--- config.mk ---
export PLATFORM = sky130hd
export DESIGN_NAME = bottle_print_sched
export DESIGN_NICKNAME = d
export VERILOG_FILES = /design/src/rtl/bottle_print_sched_pkg.sv /design/src/rtl/bottle_print_sched_rr_arb.sv /design/src/rtl/bottle_print_sched.sv
export SDC_FILE = /design/constraint.sdc
export NUM_CORES = 1
export LEC_CHECK = 0
export CORE_AREA = 2 2 120 181
export CTS_CLUSTER_DIAMETER = 100
export CTS_CLUSTER_SIZE = 20
export DETAILED_ROUTE_END_ITERATION = 10
export DIE_AREA = 0 0 122 183
export PLACE_DENSITY_LB_ADDON = 0.25
export SLEW_MARGIN = 20
export SYNTH_ARGS = -nofsm -noshare
export SYNTH_HDL_FRONTEND = slang
export SYNTH_SLANG_ARGS = --single-unit
--- constraint.sdc ---
create_clock -name clk_100 -period 5.9 [get_ports clk_100]
set_input_delay 1.77 -clock clk_100 [delete_from_list [all_inputs] [get_ports clk_100]]
set_output_delay 1.77 -clock clk_100 [all_outputs]
set_load 0.005 [all_outputs]
--- src/rtl/bottle_print_sched_pkg.sv ---
// Shared types and defaults for the bottle-print job scheduler.
package bottle_print_pkg;

    typedef enum logic [1:0] {
        S_IDLE,
        S_ISSUE,
        S_WAIT,
        S_GAP
    } state_e;

    localparam int unsigned DEF_GAP_CYC = 16;
    localparam int unsigned DEF_CNT_W   = 4;

    function automatic int unsigned road_w(input int unsigned n);
        return (n < 2) ? 1 : $clog2(n);
    endfunction

endpackage

--- src/rtl/bottle_print_sched_rr_arb.sv ---
// Combinational round-robin picker: searches from last+1 upward, wrapping at N.
module bp_rr_arb #(
    parameter int unsigned N = 8,
    parameter int unsigned W = 3
) (
    input  logic [N-1:0] req_i,
    input  logic [W-1:0] last_i,
    output logic [W-1:0] gnt_o,
    output logic         any_o
);

    always_comb begin
        int unsigned idx;
        idx   = 0;
        gnt_o = '0;
        any_o = 1'b0;
        for (int unsigned k = 1; k <= N; k++) begin
            idx = (32'(last_i) + k) % N;
            if (!any_o && req_i[idx]) begin
                any_o = 1'b1;
                gnt_o = W'(idx);
            end
        end
    end

endmodule

--- src/rtl/bottle_print_sched.sv ---
// Per-road pending counters, round-robin grant and job sequencing for the
// shared bottle-print engine. All outputs are registered from next-state.
module bottle_print_sched
    import bottle_print_pkg::*;
#(
    parameter int unsigned N_ROAD  = 8,
    parameter int unsigned CNT_W   = DEF_CNT_W,
    parameter int unsigned GAP_CYC = DEF_GAP_CYC
) (
    input  logic              clk_100,
    input  logic              RST,
    input  logic [N_ROAD-1:0] trig,
    input  logic [N_ROAD-1:0] road_en,
    input  logic [7:0]        cycle_cfg,
    input  logic              clr_req,
    input  logic [15:0]       timeout_cfg,
    input  logic              print_done,
    output logic              valid_edge_f1,
    output logic [7:0]        b_p_road_num,
    output logic [7:0]        b_p_cycle_num,
    output logic              b_p_clr,
    output logic              dianyan_en,
    output logic              busy,
    output logic [N_ROAD-1:0] ovf,
    output logic              tmo_err
);

    localparam int unsigned ROAD_W = road_w(N_ROAD);
    localparam int unsigned GAP_W  = $clog2(GAP_CYC + 1);

    state_e              state_q, state_d;
    logic [ROAD_W-1:0]   last_q, last_d;
    logic [CNT_W-1:0]    cnt_q [N_ROAD];
    logic [CNT_W-1:0]    cnt_d [N_ROAD];
    logic [GAP_W-1:0]    gap_q, gap_d;
    logic [15:0]         tmo_cnt_q, tmo_cnt_d;
    logic                valid_q, valid_d;
    logic [7:0]          road_q, road_d;
    logic [7:0]          cyc_q, cyc_d;
    logic                clr_q, clr_d;
    logic                en_q, en_d;
    logic                busy_q, busy_d;
    logic [N_ROAD-1:0]   ovf_q, ovf_d;
    logic                tmo_err_q, tmo_err_d;

    logic [N_ROAD-1:0]   req;
    logic [N_ROAD-1:0]   dec;
    logic [ROAD_W-1:0]   arb_gnt;
    logic                arb_any;

    always_comb begin
        for (int unsigned i = 0; i < N_ROAD; i++) begin
            req[i] = road_en[i] && (cnt_q[i] != '0);
        end
    end

    bp_rr_arb #(
        .N (N_ROAD),
        .W (ROAD_W)
    ) u_arb (
        .req_i  (req),
        .last_i (last_q),
        .gnt_o  (arb_gnt),
        .any_o  (arb_any)
    );

    always_comb begin
        logic inc;
        inc       = 1'b0;
        state_d   = state_q;
        last_d    = last_q;
        gap_d     = gap_q;
        tmo_cnt_d = tmo_cnt_q;
        road_d    = road_q;
        cyc_d     = cyc_q;
        ovf_d     = ovf_q;
        tmo_err_d = tmo_err_q;
        clr_d     = clr_req;
        dec       = '0;

        unique case (state_q)
            S_IDLE: begin
                // A flush in IDLE suppresses the grant for that cycle.
                if (!clr_req && arb_any) begin
                    state_d      = S_ISSUE;
                    road_d       = 8'(arb_gnt);
                    cyc_d        = (cycle_cfg == 8'd0) ? 8'd1 : cycle_cfg;
                    dec[arb_gnt] = 1'b1;
                end
            end
            S_ISSUE: begin
                gap_d     = '0;
                tmo_cnt_d = '0;
                state_d   = clr_req ? S_GAP : S_WAIT;
            end
            S_WAIT: begin
                gap_d = '0;
                if (clr_req) begin
                    state_d = S_GAP;
                end else if (print_done) begin
                    state_d = S_GAP;
                    last_d  = road_q[ROAD_W-1:0];
                end else if (timeout_cfg != 16'd0 &&
                             tmo_cnt_q == timeout_cfg - 16'd1) begin
                    state_d   = S_GAP;
                    last_d    = road_q[ROAD_W-1:0];
                    tmo_err_d = 1'b1;
                    clr_d     = 1'b1;
                end else begin
                    tmo_cnt_d = tmo_cnt_q + 16'd1;
                end
            end
            S_GAP: begin
                if (gap_q == GAP_W'(GAP_CYC - 1)) begin
                    state_d = S_IDLE;
                end else begin
                    gap_d = gap_q + GAP_W'(1);
                end
            end
            default: state_d = S_IDLE;
        endcase

        for (int unsigned i = 0; i < N_ROAD; i++) begin
            cnt_d[i] = cnt_q[i];
            inc      = trig[i] && road_en[i];
            if (clr_req) begin
                cnt_d[i] = '0;
            end else if (inc && !dec[i]) begin
                if (cnt_q[i] == '1) begin
                    ovf_d[i] = 1'b1;
                end else begin
                    cnt_d[i] = cnt_q[i] + CNT_W'(1);
                end
            end else if (!inc && dec[i]) begin
                cnt_d[i] = cnt_q[i] - CNT_W'(1);
            end
        end

        valid_d = (state_d == S_ISSUE);
        en_d    = (state_d == S_ISSUE) || (state_d == S_WAIT);
        busy_d  = (state_d != S_IDLE);
    end

    always_ff @(posedge clk_100) begin
        if (RST) begin
            state_q   <= S_IDLE;
            last_q    <= ROAD_W'(N_ROAD - 1);
            gap_q     <= '0;
            tmo_cnt_q <= '0;
            valid_q   <= 1'b0;
            road_q    <= '0;
            cyc_q     <= '0;
            clr_q     <= 1'b0;
            en_q      <= 1'b0;
            busy_q    <= 1'b0;
            ovf_q     <= '0;
            tmo_err_q <= 1'b0;
            for (int unsigned i = 0; i < N_ROAD; i++) begin
                cnt_q[i] <= '0;
            end
        end else begin
            state_q   <= state_d;
            last_q    <= last_d;
            gap_q     <= gap_d;
            tmo_cnt_q <= tmo_cnt_d;
            valid_q   <= valid_d;
            road_q    <= road_d;
            cyc_q     <= cyc_d;
            clr_q     <= clr_d;
            en_q      <= en_d;
            busy_q    <= busy_d;
            ovf_q     <= ovf_d;
            tmo_err_q <= tmo_err_d;
            for (int unsigned i = 0; i < N_ROAD; i++) begin
                cnt_q[i] <= cnt_d[i];
            end
        end
    end

    assign valid_edge_f1 = valid_q;
    assign b_p_road_num  = road_q;
    assign b_p_cycle_num = cyc_q;
    assign b_p_clr       = clr_q;
    assign dianyan_en    = en_q;
    assign busy          = busy_q;
    assign ovf           = ovf_q;
    assign tmo_err       = tmo_err_q;

endmodule

---- Word-level counts from Yosys, hierarchy flattened ----
Memory sizes are Yosys's and may differ from the RTL's.
Cells that the tools add are included.
storage, ports and cells
  bits in registers ....................... 50
  RAM bits ................................ 32
  word-level logic and storage cells ...... 281
  memories kept ........................... 1
  output and inout bits ................... 29
  bits of input ports ..................... 44
operators by class
  multiplexer cells ....................... 99
  reductions and logical operators ........ 96
  add/subtract/negate cells ............... 27
  magnitude comparators ................... 10
  equal/unequal tests ..................... 19
  bitwise logic cells ..................... 10
memory list
  name   depth  bits a word  rd ports  clocked after memory_dff  write ports  line                      text
  cnt_q  8      4            8         0                         8            bottle_print_sched.sv:33  logic [CNT_W-1:0] cnt_q [N_ROAD];
operators with widths
  operator                                                    count
  2-to-1 mux 4 bit                                            40
  2-to-1 mux 16 bit                                           3
  logical AND 1 bit                                           42
  less-than comparator 3 x 4 -> 1 bit, second input constant  9
  adder 4 x 1 -> 4 bit, second input constant                 8
  == test 4 bit, second input constant                        8
  one-hot mux 16 bit (2 select lines)                         1
  nonzero test 4 bit                                          8
  subtractor 4 x 1 -> 4 bit, second input constant            8
  2-to-1 mux 3 bit                                            10
  AND reduction 3 bit                                         9
  2-to-1 mux 1 bit                                            25
  binary-select mux 1 bit (select 3 bit)                      8
  zero test 1 bit                                             24
  2-to-1 mux 8 bit                                            3
  adder 16 x 1 -> 16 bit, second input constant               1
  == test 16 bit                                              1
  nonzero test 16 bit                                         1
  subtractor 16 x 1 -> 16 bit, second input constant          1
  adder 3 bit, second input constant                          4
  2-to-1 mux 2 bit                                            5
  one-hot mux 5 bit (2 select lines)                          1
  zero test 8 bit                                             1
  inequality test 2 bit, second input constant                4
  18 further kinds                                            36

---- Logic depth before layout (Yosys ltp) ----
An unclocked memory read counts as a cell.
  depth in word-level cells ............... 38
  gate-level depth with buffers ........... 23
  depth with buffers taken out ............ 18

---- Modules after synthesis ----
A second synthesis with hierarchy kept.
second synthesis, totals
  cells, all modules ...................... 694
  area total of the unflattened synthesis .. 5804.3 µm²
by module, submodules not included
  module              instances  cells each  seq. area each (µm²)  area each (µm²)
  bottle_print_sched  1          601         1641.6                5018.6
  bp_rr_arb           1          93          0.0                   785.8

---- Worst setup path after synthesis ----
OpenSTA, ideal clock, no wires.
  kind .................................... input to register
  start ................................... input road_en[7]
  end ..................................... memory cnt_q[1][11] in the netlist's numbering
  setup time .............................. 0.132 ns
  arrival ................................. 5.006 ns
  cell stages on the path ................. 18
  data required time ...................... 5.768 ns
  slack ................................... 0.763 ns
  buffers on the path ..................... 2
  path through ............................ o41ai_2 -> mux2_1 -> mux4_2 -> nand2_1 -> o21ai_0 -> a31oi_1 -> a32o_1 -> buf_2 -> clkbuf_1 -> nand2_1 -> nand2_1 -> ha_1 -> a21o_1 -> a21oi_1 -> nand2_1 -> nor3_1 -> o21ai_0 -> nor3b_1
RTL lines
  what             line                      text
  start, declared  bottle_print_sched.sv:13  input logic [N_ROAD-1:0] road_en,
  end, declared    bottle_print_sched.sv:33

==> impl_metrics.toml <==
[clocking]
clock_latency_ns = 0.36
clock-sinks = 82
clkTransAtPathRegs_ns = 0.06
h-tree-depth = 3
holdBufCountCts = 0
cts_inserted_buffers = 9
cts.root.buffer_cell = "clkbuf_16"
cts_tree = "done"
cts_buffer_depth = 2

[sta]
rsz0062_at_grt = "no"
fmax_mhz = 181
relSlewSlack_pct = 42.4
worst_slack_ns = 0.366
period_minus_slack_ns = 5.53
fin_setup_tns_ns = 0
hold_viol = 0
whs_ns = 0.475
tightest_slew_ns = 0.855
setup_viol = 0
final.period_utilization_pct = 93.8
maxSlewViolCount = 0
skew_ns = 0.00913

[cells_and_area]
instances_no_fill = 1138
layout.nets = 946
drive_above_1_share_pct = 12.8
n_antenna_cell = 0
area_delta_synth_final_pct = 22.7
design_area_um2 = 8030

[power]
ir_drop_uv = 160
leakagePower_nw = 2.98
intPower_mw = 1.44
power_frac_comb_pct = 44.2
power_density_nw_per_um2 = 288
power_frac_seq_pct = 28.2
clkPwrFrac_pct = 27.6
sw_frac_of_total_pct = 37.9
switchingPower_mw = 0.875

[yosys]
synth.avg_cell_area_um2 = 8.36
synth_top_area_share_pct = 25.1
synth-edff-count = 0
yosys_warnings = 0
synthTopCellsByArea = "dfxtp_1 (25%), ha_1 (5.7%), nor3_1 (4.4%), nor2_1 (4.2%), a21oi_1 (4.1%)"
synth_largest_area_cell = "dfxtp_1"
syn_inst = 783
synth_most_common_cell = "dfxtp_1"
yosysSeqAreaShare_pct = 25.1
syn-cell-area_um2 = 6540
yosysUniqueCellTypes = 79
synth_ff_type = "dfxtp_1"
ys_ff_latch = 82
async_flop_share_pct = 0
synth_commonest_cells = "dfxtp_1 (82), nor2_1 (73), nor3_1 (58)"

[floorplanning]
row_count = 65
core_um2 = 20700
die-area_um2 = 22300
ios = 73
die_h_um = 183
start_util_pct = 31.6
die-width_um = 122

[drt]
drtAntennaViolNets = 0
wl_per_cell_um = 16.3
drt_iter0_drc = 306
vias = 6285
first_pass_iters = 5
post_drt_via_cell_ratio = 5.52
drc = 0
routed_wl_um = 18600

[placement]
gp_congestion = 0.914
pre_cts_ws_ns = 0.0196
io_buffers = 67
place_area_um2 = 7690
numPlacedInstances = 1120
dp_hpwl_um = 14200

[grt]
grt_pass1_vias = 6076
antenna_found_initial = 0
grt_max_degree = 40
track_usage_pct = 17.1
grt_pass1_wl_um = 30200
grt-ovfl-total = 0

[critical_path]
worst_ep_arrival_time_ns = 5.75
path_cells = "clkdlybuf4s50_1 -> o41ai_4 -> mux4_2 -> mux2_2 -> nor4_2 -> o32ai_2 -> buf_4 -> nor3_2 -> a21oi_1 -> inv_1 -> ha_1 -> a21o_1 -> a21oi_1 -> nand2_1 -> nor3_1 -> o21a_1 -> nor3_1"
end_kind = "flip-flop"
startpoint_type = "primary input"
cp_max_fo = 9
critPathMaxStageDelay_ns = 0.57
critical_path_required_ns = 6.12
slowest_stage = "clkdlybuf4s50_1"
path_class = "in2reg"

[run]
maxCapViolations = 0

[run_status]
status = "complete, no violations"

[min_path]
min_path_type = "reg2reg"
## layout by cell type, fill, tap and decap left out, drive strengths merged, types with 10 or more instances in the layout
| cell | instances |
|---|---|
| nor2 | 73 |
| nand2 | 54 |
| nor2b | 10 |
| and3 | 13 |
| clkbuf | 11 |
| clkdlybuf4s50 | 66 |
| nor3 | 61 |
| xnor2 | 11 |
| nand3 | 32 |
| dfxtp | 82 |
| and2 | 12 |
| ha | 30 |
| a21oi | 54 |
| inv | 18 |
| o21ai | 31 |
| nor4 | 10 |
| buf | 43 |
| xor2 | 31 |
| a21o | 13 |
| mux4 | 11 |
| mux2i | 20 |
## worst paths after layout
kind,cells after the start,slack [ns],end,startpoint
worst max-delay path,17,0.37,cnt_q[1][15],road_en[4]
worst min-delay path,2,0.48,ovf[7],ovf[7]
worst max register to register,19,0.74,cnt_q[1][15],last_q[1]
worst min register to register,2,0.48,ovf[7],ovf[7]
## per-stage QoR
step                total power [mW]  utilization (%)
global placement                1.67             37.1
floorplan                       1.28                -
finish                          2.31             38.7
global route                    2.46             38.7
detailed placement              1.68             37.1
CTS                             2.32             38.6
## cells by family after synthesis
logic type	after synthesis	share of synthesized area [%]
mux	39	8.22
flops	82	25.1
compound gates	207	24.3
fa+ha+maj	37	7.88
other cells	1	0.0573
xor+xnor	42	5.74
simple gates	316	24.8
buf+inv	59	3.92
## routing by layer
metal	wire, um	GRT usage [%]	up-vias
li1	-	-	3115
met1	7740	19.2	2989
met2	9480	31.1	145
met3	749	3.14	36
met4	605	7.31	0
met5	0	0	-
## flip-flops by register name, indices dropped and copies added, names as in the netlist
register and count:
b_p_cycle_num 8, state_q 2, dianyan_en 1, tmo_err 1, cnt_q 32, gap_q 5
tmo_cnt_q 16, busy 1, b_p_road_num 3, ovf 8, b_p_clr 1, valid_edge_f1 1
last_q 3
## timing repair
item | in CTS | in global routing
setup endpoints to repair | 0 | 1
gates resized for setup | 0 | 0
setup buffers | 0 | 2
endpoints found under the hold margin | 0 | 0
## final cells by class
type,instances,area (um2)
clock inverter,5,85.1
inverter,17,63.8
tap,268,335
clock buffer,11,243
fill,2169,12700
multi-input combinational,646,4670
timing repair buffer,109,993
sequential,82,1640
## power by group through the flow
stage / Combinational (mW) / Sequential [mW] / Clock, mW
after global placement: 1.01 / 0.665 / 0
after global routing: 1.13 / 0.660 / 0.676
after CTS: 1.02 / 0.652 / 0.656
after detailed placement: 1.01 / 0.664 / 0
final: 1.02 / 0.651 / 0.639
after floorplan: 0.626 / 0.657 / 0
## critical path, delay by kind of cell
| family | cells | cell delay (ns) |
|---|---|---|
| multiplexers | 2 | 0.87 |
| AO/OA/AOI/OAI | 6 | 1.00 |
| adder cells (fa/ha/maj) | 1 | 0.24 |
| buffers and inverters | 3 | 0.87 |
| AND/OR/NAND/NOR | 5 | 1.00 |
No activity file was read; power rests on OpenSTA's default activity.
